<file path="config.mk">
export PLATFORM = sky130hd
export DESIGN_NAME = piso_serializer
export DESIGN_NICKNAME = d
export VERILOG_FILES = /design/src/rtl/piso_serializer_pkg.sv /design/src/rtl/piso_serializer_shift_core.sv /design/src/rtl/piso_serializer.sv
export SDC_FILE = /design/constraint.sdc
export NUM_CORES = 1
export LEC_CHECK = 0
export CAP_MARGIN = 30
export CORE_MARGIN = 2
export CORE_UTILIZATION = 40
export CTS_CLUSTER_DIAMETER = 50
export CTS_CLUSTER_SIZE = 10
export DETAILED_ROUTE_END_ITERATION = 7
export PLACE_DENSITY = 0.77
export SLEW_MARGIN = 5
export SYNTH_ARGS = -nofsm -noshare
export SYNTH_HDL_FRONTEND = slang
export SYNTH_SLANG_ARGS = --single-unit
</file>
<file path="constraint.sdc">
create_clock -name clk -period 2.65 [get_ports clk]
set_input_delay 0.3975 -clock clk [delete_from_list [all_inputs] [get_ports clk]]
set_output_delay 0.3975 -clock clk [all_outputs]
set_load 0.05 [all_outputs]
</file>
<file path="src/rtl/piso_serializer_pkg.sv">
// rtl/piso_serializer_pkg.sv - shared types and helpers for the PISO serializer
//
// Purpose : FSM state encoding and counter sizing shared by the serializer
//           and by benches on the detector side.
// Contents: state_t (ST_IDLE, ST_SHIFT), cnt_width(width).

package piso_serializer_pkg;

  typedef enum logic {
    ST_IDLE  = 1'b0,
    ST_SHIFT = 1'b1
  } state_t;

  // Bit counter width for a word of 'width' bits; counts 0..width-1.
  function automatic int cnt_width(input int width);
    return (width < 2) ? 1 : $clog2(width);
  endfunction

endpackage

</file>
<file path="src/rtl/piso_serializer_shift_core.sv">
// rtl/piso_serializer_shift_core.sv - shift register plus bit counter for the PISO serializer
//
// Purpose : Holds the word being serialized, presents the current bit and
//           flags when that bit is the last one of the word.
// Ports   : clk, rst (async active-low)
//           load, load_data - capture a new word, counter to 0
//           step            - advance to the next bit (ignored on the last bit)
//           bit_out         - current bit, straight from the register
//           last            - current bit is bit WIDTH-1 of the sequence

module piso_serializer_shift_core
  import piso_serializer_pkg::*;
#(
  parameter int WIDTH     = 8,
  parameter bit MSB_FIRST = 1'b1
) (
  input  logic             clk,
  input  logic             rst,
  input  logic             load,
  input  logic [WIDTH-1:0] load_data,
  input  logic             step,
  output logic             bit_out,
  output logic             last
);

  localparam int CW = cnt_width(WIDTH);
  localparam logic [CW-1:0] LAST_CNT = CW'(WIDTH - 1);

  logic [WIDTH-1:0] sreg;
  logic [CW-1:0]    cnt;

  always_ff @(posedge clk or negedge rst) begin
    if (!rst) begin
      sreg <= '0;
      cnt  <= '0;
    end else if (load) begin
      sreg <= load_data;
      cnt  <= '0;
    end else if (step && !last) begin
      // The outgoing bit always sits at the end bit_out reads from.
      if (MSB_FIRST) sreg <= {sreg[WIDTH-2:0], 1'b0};
      else           sreg <= {1'b0, sreg[WIDTH-1:1]};
      cnt <= cnt + 1'b1;
    end
  end

  assign bit_out = MSB_FIRST ? sreg[WIDTH-1] : sreg[0];
  assign last    = (cnt == LAST_CNT);

endmodule

</file>
<file path="src/rtl/piso_serializer.sv">
// rtl/piso_serializer.sv - parallel-in/serial-out stage feeding a bit-serial detector
//
// Purpose : Accepts WIDTH-bit words over valid/ready and shifts them out one
//           bit per bit_en cycle, back-to-back without idle bits.
// Ports   : clk, rst (async active-low), bit_en (bit-rate enable)
//           in_valid, in_ready, in_data - word handshake (in_ready is combinational)
//           dout, dout_valid           - serial bit and its qualifier
//           busy                       - a word is loaded or shifting
//           word_done                  - pulse on the final bit_en of a word

module piso_serializer
  import piso_serializer_pkg::*;
#(
  parameter int WIDTH      = 8,
  parameter bit MSB_FIRST  = 1'b1,
  parameter bit IDLE_LEVEL = 1'b0
) (
  input  logic             clk,
  input  logic             rst,
  input  logic             bit_en,
  input  logic             in_valid,
  output logic             in_ready,
  input  logic [WIDTH-1:0] in_data,
  output logic             dout,
  output logic             dout_valid,
  output logic             busy,
  output logic             word_done
);

  state_t state, state_nxt;
  logic   load, step, bit_out, last, xfer;

  piso_serializer_shift_core #(
    .WIDTH    (WIDTH),
    .MSB_FIRST(MSB_FIRST)
  ) u_shift_core (
    .clk      (clk),
    .rst      (rst),
    .load     (load),
    .load_data(in_data),
    .step     (step),
    .bit_out  (bit_out),
    .last     (last)
  );

  // State register
  always_ff @(posedge clk or negedge rst) begin
    if (!rst) state <= ST_IDLE;
    else      state <= state_nxt;
  end

  // Next-state logic
  always_comb begin
    state_nxt = state;
    case (state)
      ST_IDLE:  if (xfer) state_nxt = ST_SHIFT;
      ST_SHIFT: if (bit_en && last && !xfer) state_nxt = ST_IDLE;
      default:  state_nxt = ST_IDLE;
    endcase
  end

  // Outputs. A new word may only enter on the final bit_en of the current
  // one, which is what makes the stream gapless.
  always_comb begin
    in_ready   = 1'b0;
    load       = 1'b0;
    step       = 1'b0;
    word_done  = 1'b0;
    busy       = (state == ST_SHIFT);
    dout_valid = (state == ST_SHIFT);
    dout       = (state == ST_SHIFT) ? bit_out : IDLE_LEVEL;
    if (rst) begin
      if (state == ST_IDLE) in_ready = 1'b1;
      else                  in_ready = last && bit_en;
    end
    load = xfer;
    if (state == ST_SHIFT && bit_en) begin
      step      = !last;
      word_done = last;
    end
  end

  assign xfer = in_valid && in_ready;

endmodule

</file>
* Word level (Yosys, flattened, before mapping) *
Index checks and enable logic that the tools add are counted.

operators by class
  bitwise gates (word level) = 1
  add/sub/neg operators = 1
  reduce and logical (&&, ||, !) cells = 8
  muxes and demuxes = 12
  equal/unequal tests = 1

operator list
  cell                 number
  $mux 8               2
  $mux 1               7
  $mux 3               2
  $logic_and 1x1->1    5
  $add 3x1->3 const B  1
  $eq 3x3->1 const B   1
  $logic_not 1->1      2
  $pmux 1 s2           1
  $reduce_bool 2->1    1
  $not 1->1            1

storage, ports and cells
  output and inout port bits = 5
  register bits after elaboration = 12
  logic and storage cells = 26
  input port bits = 12

* Longest topological paths before layout *
  depth after elaboration = 9
  depth in mapped cells = 6
  depth with buffers taken out = 5

* Modules after synthesis *
Synthesis repeated with hierarchy kept, for this count alone.

second synthesis, totals
  cell total of the unflattened synthesis = 58
  area total of the unflattened synthesis = 616.8 um2

modules (own cells, without submodules)
  module                      instances  cells each  sequential area each (um2)  area each (um2)
  piso_serializer_shift_core  1          47          275.3                       530.5
  piso_serializer             1          11          25.0                        86.3

* Worst setup path before layout *
OpenSTA, ideal clock, no wires.

  path type = reg-to-output
  start point = register state (netlist: busy)
  end point = output in_ready
  required time = 2.253 ns
  path slack = 0.783 ns
  arrival = 1.470 ns
  cell stages (with the launch flop) = 4
  cell sequence = dfrtp_1 a21bo_2 buf_2 and2_1

between the ends
  word-level cells in the longest chain between the ends = 2

RTL lines
  item                    line                   text
  start, declared         piso_serializer.sv:30  state_t state, state_nxt;
  start signal, assigned  piso_serializer.sv:49  else state <= state_nxt;
  $mux 1                  piso_serializer.sv:73  if (state == ST_IDLE) in_ready = 1'b1;
  $mux 1                  piso_serializer.sv:72  if (rst) begin
  end, declared           piso_serializer.sv:22  output logic in_ready,

Every way passes these cells.

* Final worst setup path *
  start point = register u_shift_core.cnt[0]
  end point = output word_done

between the ends
  word-level cells in the longest chain between the ends = 2

RTL lines
  item                    line                              text
  start, declared         piso_serializer_shift_core.sv:30  logic [CW-1:0] cnt;
  start signal, assigned  piso_serializer_shift_core.sv:43  cnt <= cnt + 1'b1;
  $eq 3x3->1              piso_serializer_shift_core.sv:48  assign last = (cnt == LAST_CNT);
  $mux 1                  piso_serializer.sv:77             if (state == ST_SHIFT && bit_en) begin
  end, declared           piso_serializer.sv:27             output logic word_done

Every way passes these cells.

==> flow_summary.toml <==
[status]
status = "completed"

[sta]
setup_tns_ns = 0
finalSetupViolCount = 0
hold_viol = 0
relSlewSlack = 0.5538
finalMaxSlewViolations = 0
tightest_slew_ns = 0.6673
rsz0062_at_grt = "no"
fin_crit_sh = 0.8760
max_freq_mhz = 430.8
post-route-min-period_ns = 2.322
skew_ns = 0.004493

[drt]
vias = 470
drt-initial-drc-count = 9
viasPerCell = 5.281
drcViolationCount = 0
ant_nets = 0
wirelength_mm = 1.117
post_drt_wl_per_cell_um = 12.55
drtPass1Iterations = 4

[placed_design]
place_congestion = 0.6670
portBuffers = 16
post-dp-hpwl_um = 796.7
dpl_cell_area_um2 = 787.0

[die]
dieArea_mm2 = 0.001907
die_x_um = 43.67
num_rows = 14
initial_core_util = 0.4227
die_h_um = 43.67
io-pin-count = 17
fp.coreArea_mm2 = 0.001489

[clock_tree]
clockRootBuffer = "clkbuf_4"
h-tree-depth = 1
cts.sinks = 12
post_cts_resized = 0
cts_tree = "yes"
cts_buffers = 3
path_clk_slew_ns = 0.08
cts_buffer_depth = 2
holdBufCountCts = 0
clk_latency_ns = 0.27
post-cts-setup-buffers = 0

[global_routing]
grt_start_max_net_pins = 14
grt_use_total = 0.1383
grt_antenna_before_repair = 0
grt-ovfl-total = 0
grt_pass1_wl_mm = 1.883
grt_pass1_vias = 449

[yosys]
synth-seq-area-share = 0.4771
synth_top_area_cell = "dfrtp_1"
synth_cell_types = 20
synth_warnings = 0
synth_top_area_frac = 0.4771
synth-seq-cells = 12
netlist_area_um2 = 629.4
syn-num-nets = 72
synth_area_per_cell_um2 = 10.85
synth_cells = 58
synth_area_leaders = "dfrtp_1 48%, mux2i_1 14%, nand4_1 8.0%, o21ai_1 4.8%, ha_1 4.0%"

[power_and_ir_drop]
power.share.clock = 0.169
intPower_mw = 0.5256
leakage_nw = 0.3840
ir_drop_mv = 0.4494
seqPwrFrac = 0.353
switching_share = 0.4010
p_per_area_mw_per_mm2 = 1066
power_frac_comb = 0.478
p_switching_mw = 0.3520

[worst_hold_path]
hold_class = "input port to async pin"

[cells_and_area]
final_nets = 88
final_cell_mix = "15 x clkdlybuf4s50_1, 12 x dfrtp_1, 9 x mux2i_1"
layout-drive-gt1-share = 0.1233
area_growth_pct = 30.82
antenna_cells = 0
mostFrequentLayoutCell = "clkdlybuf4s50_1"
fin_area_um2 = 823.3

[critical_path]
startpoint_type = "flip-flop"
crit_path_end_kind = "output port"
worst-setup-path-type = "flip-flop to output port"
cp.arrival_ns = 1.92
worstPathRequired_ns = 2.25
worstPathMaxFanout = 3

[flow_run]
drv_cap = 0
worst max-delay path, cell delays in order (launching register included):
cell and delay [ns]:
dfrtp_1 0.39, ha_1 0.20, ha_1 0.19, and3_1 0.18, clkdlybuf4s50_1 0.69
Yosys cell counts (all sizes together):
cell / count
dfrtp: 12
mux2i: 9
nand4: 8
o21ai: 8
buf: 5
nor2: 3
and2: 2
and3: 2
ha: 2
nand2: 2
a21bo: 1
clkbuf: 1
nand3: 1
nand3b: 1
xor2: 1
stage by stage:
step | setup slack (ns) | std cells | utilization | hold slack [ns] | power, mW
final | 0.3285 | 89 | 0.5529 | 0.4103 | 0.8776
after global routing | 0.2492 | 89 | 0.5529 | 0.4273 | 0.9420
after CTS | 0.3133 | 89 | 0.5529 | 0.4036 | 0.8892
after detailed placement | 0.4290 | 85 | 0.5286 | 0.5273 | 0.7398
after global placement | 0.4302 | 85 | 0.5286 | 0.5080 | 0.7272
after floorplan | 0.7829 | 58 | - | 0.1019 | 0.6323
cell families after synthesis:
group / count (synthesis) / share of synthesized area
AO/OA/AOI/OAI: 9 / 0.08548
XOR/XNOR: 1 / 0.01392
adder cells (fa/ha/maj): 2 / 0.03976
buffers and inverters: 6 / 0.06360
flip-flops: 12 / 0.4771
multiplexers: 9 / 0.1431
AND/OR/NAND/NOR: 19 / 0.1769
final timing paths:
| path | from | endpoint | slack, ns | cells after the start |
|---|---|---|---|---|
| max | u_shift_core.cnt[0] | word_done | 0.33 | 4 |
| min | rst | u_shift_core.sreg[1] | 0.41 | 1 |
| max reg2reg | u_shift_core.cnt[0] | u_shift_core.sreg[6] | 0.80 | 5 |
| min reg2reg | u_shift_core.sreg[0] | u_shift_core.sreg[0] | 0.53 | 2 |
| max in group asynchronous | rst | u_shift_core.cnt[2] | 1.74 | 2 |
| min in group clk | u_shift_core.sreg[0] | u_shift_core.sreg[0] | 0.53 | 2 |
sequential cells by signal, summed over array words and instances, names as in the netlist:
signal,cells
busy,1
u_shift_core.sreg,8
u_shift_core.cnt,3
final cells by class:
type / count / area, um2
Fill cell: 138 / 665.6
Tap cell: 16 / 20.02
Timing Repair Buffer: 17 / 177.7
Sequential cell: 12 / 300.3
Multi-Input combinational cell: 40 / 289.0
Clock buffer: 4 / 36.28
power groups by stage:
| stage | logic, mW | clock network, mW | registers, mW |
|---|---|---|---|
| 5_1_grt | 0.460 | 0.162 | 0.321 |
| 6_report | 0.420 | 0.148 | 0.310 |
| 4_1_cts | 0.425 | 0.153 | 0.311 |
| 3_5_place_dp | 0.425 | 0 | 0.315 |
| 3_3_place_gp | 0.418 | 0 | 0.309 |
| 2_1_floorplan | 0.306 | 0 | 0.327 |
layer usage:
metal | vias up | track usage | routed length [um]
met5 | - | 0 | 0
met4 | 0 | 0.1091 | 18
met3 | 2 | 0.02500 | 50
met2 | 11 | 0.2118 | 517
met1 | 218 | 0.1698 | 531
li1 | 239 | - | -
Note: power is estimated with default switching activity, not from simulation.
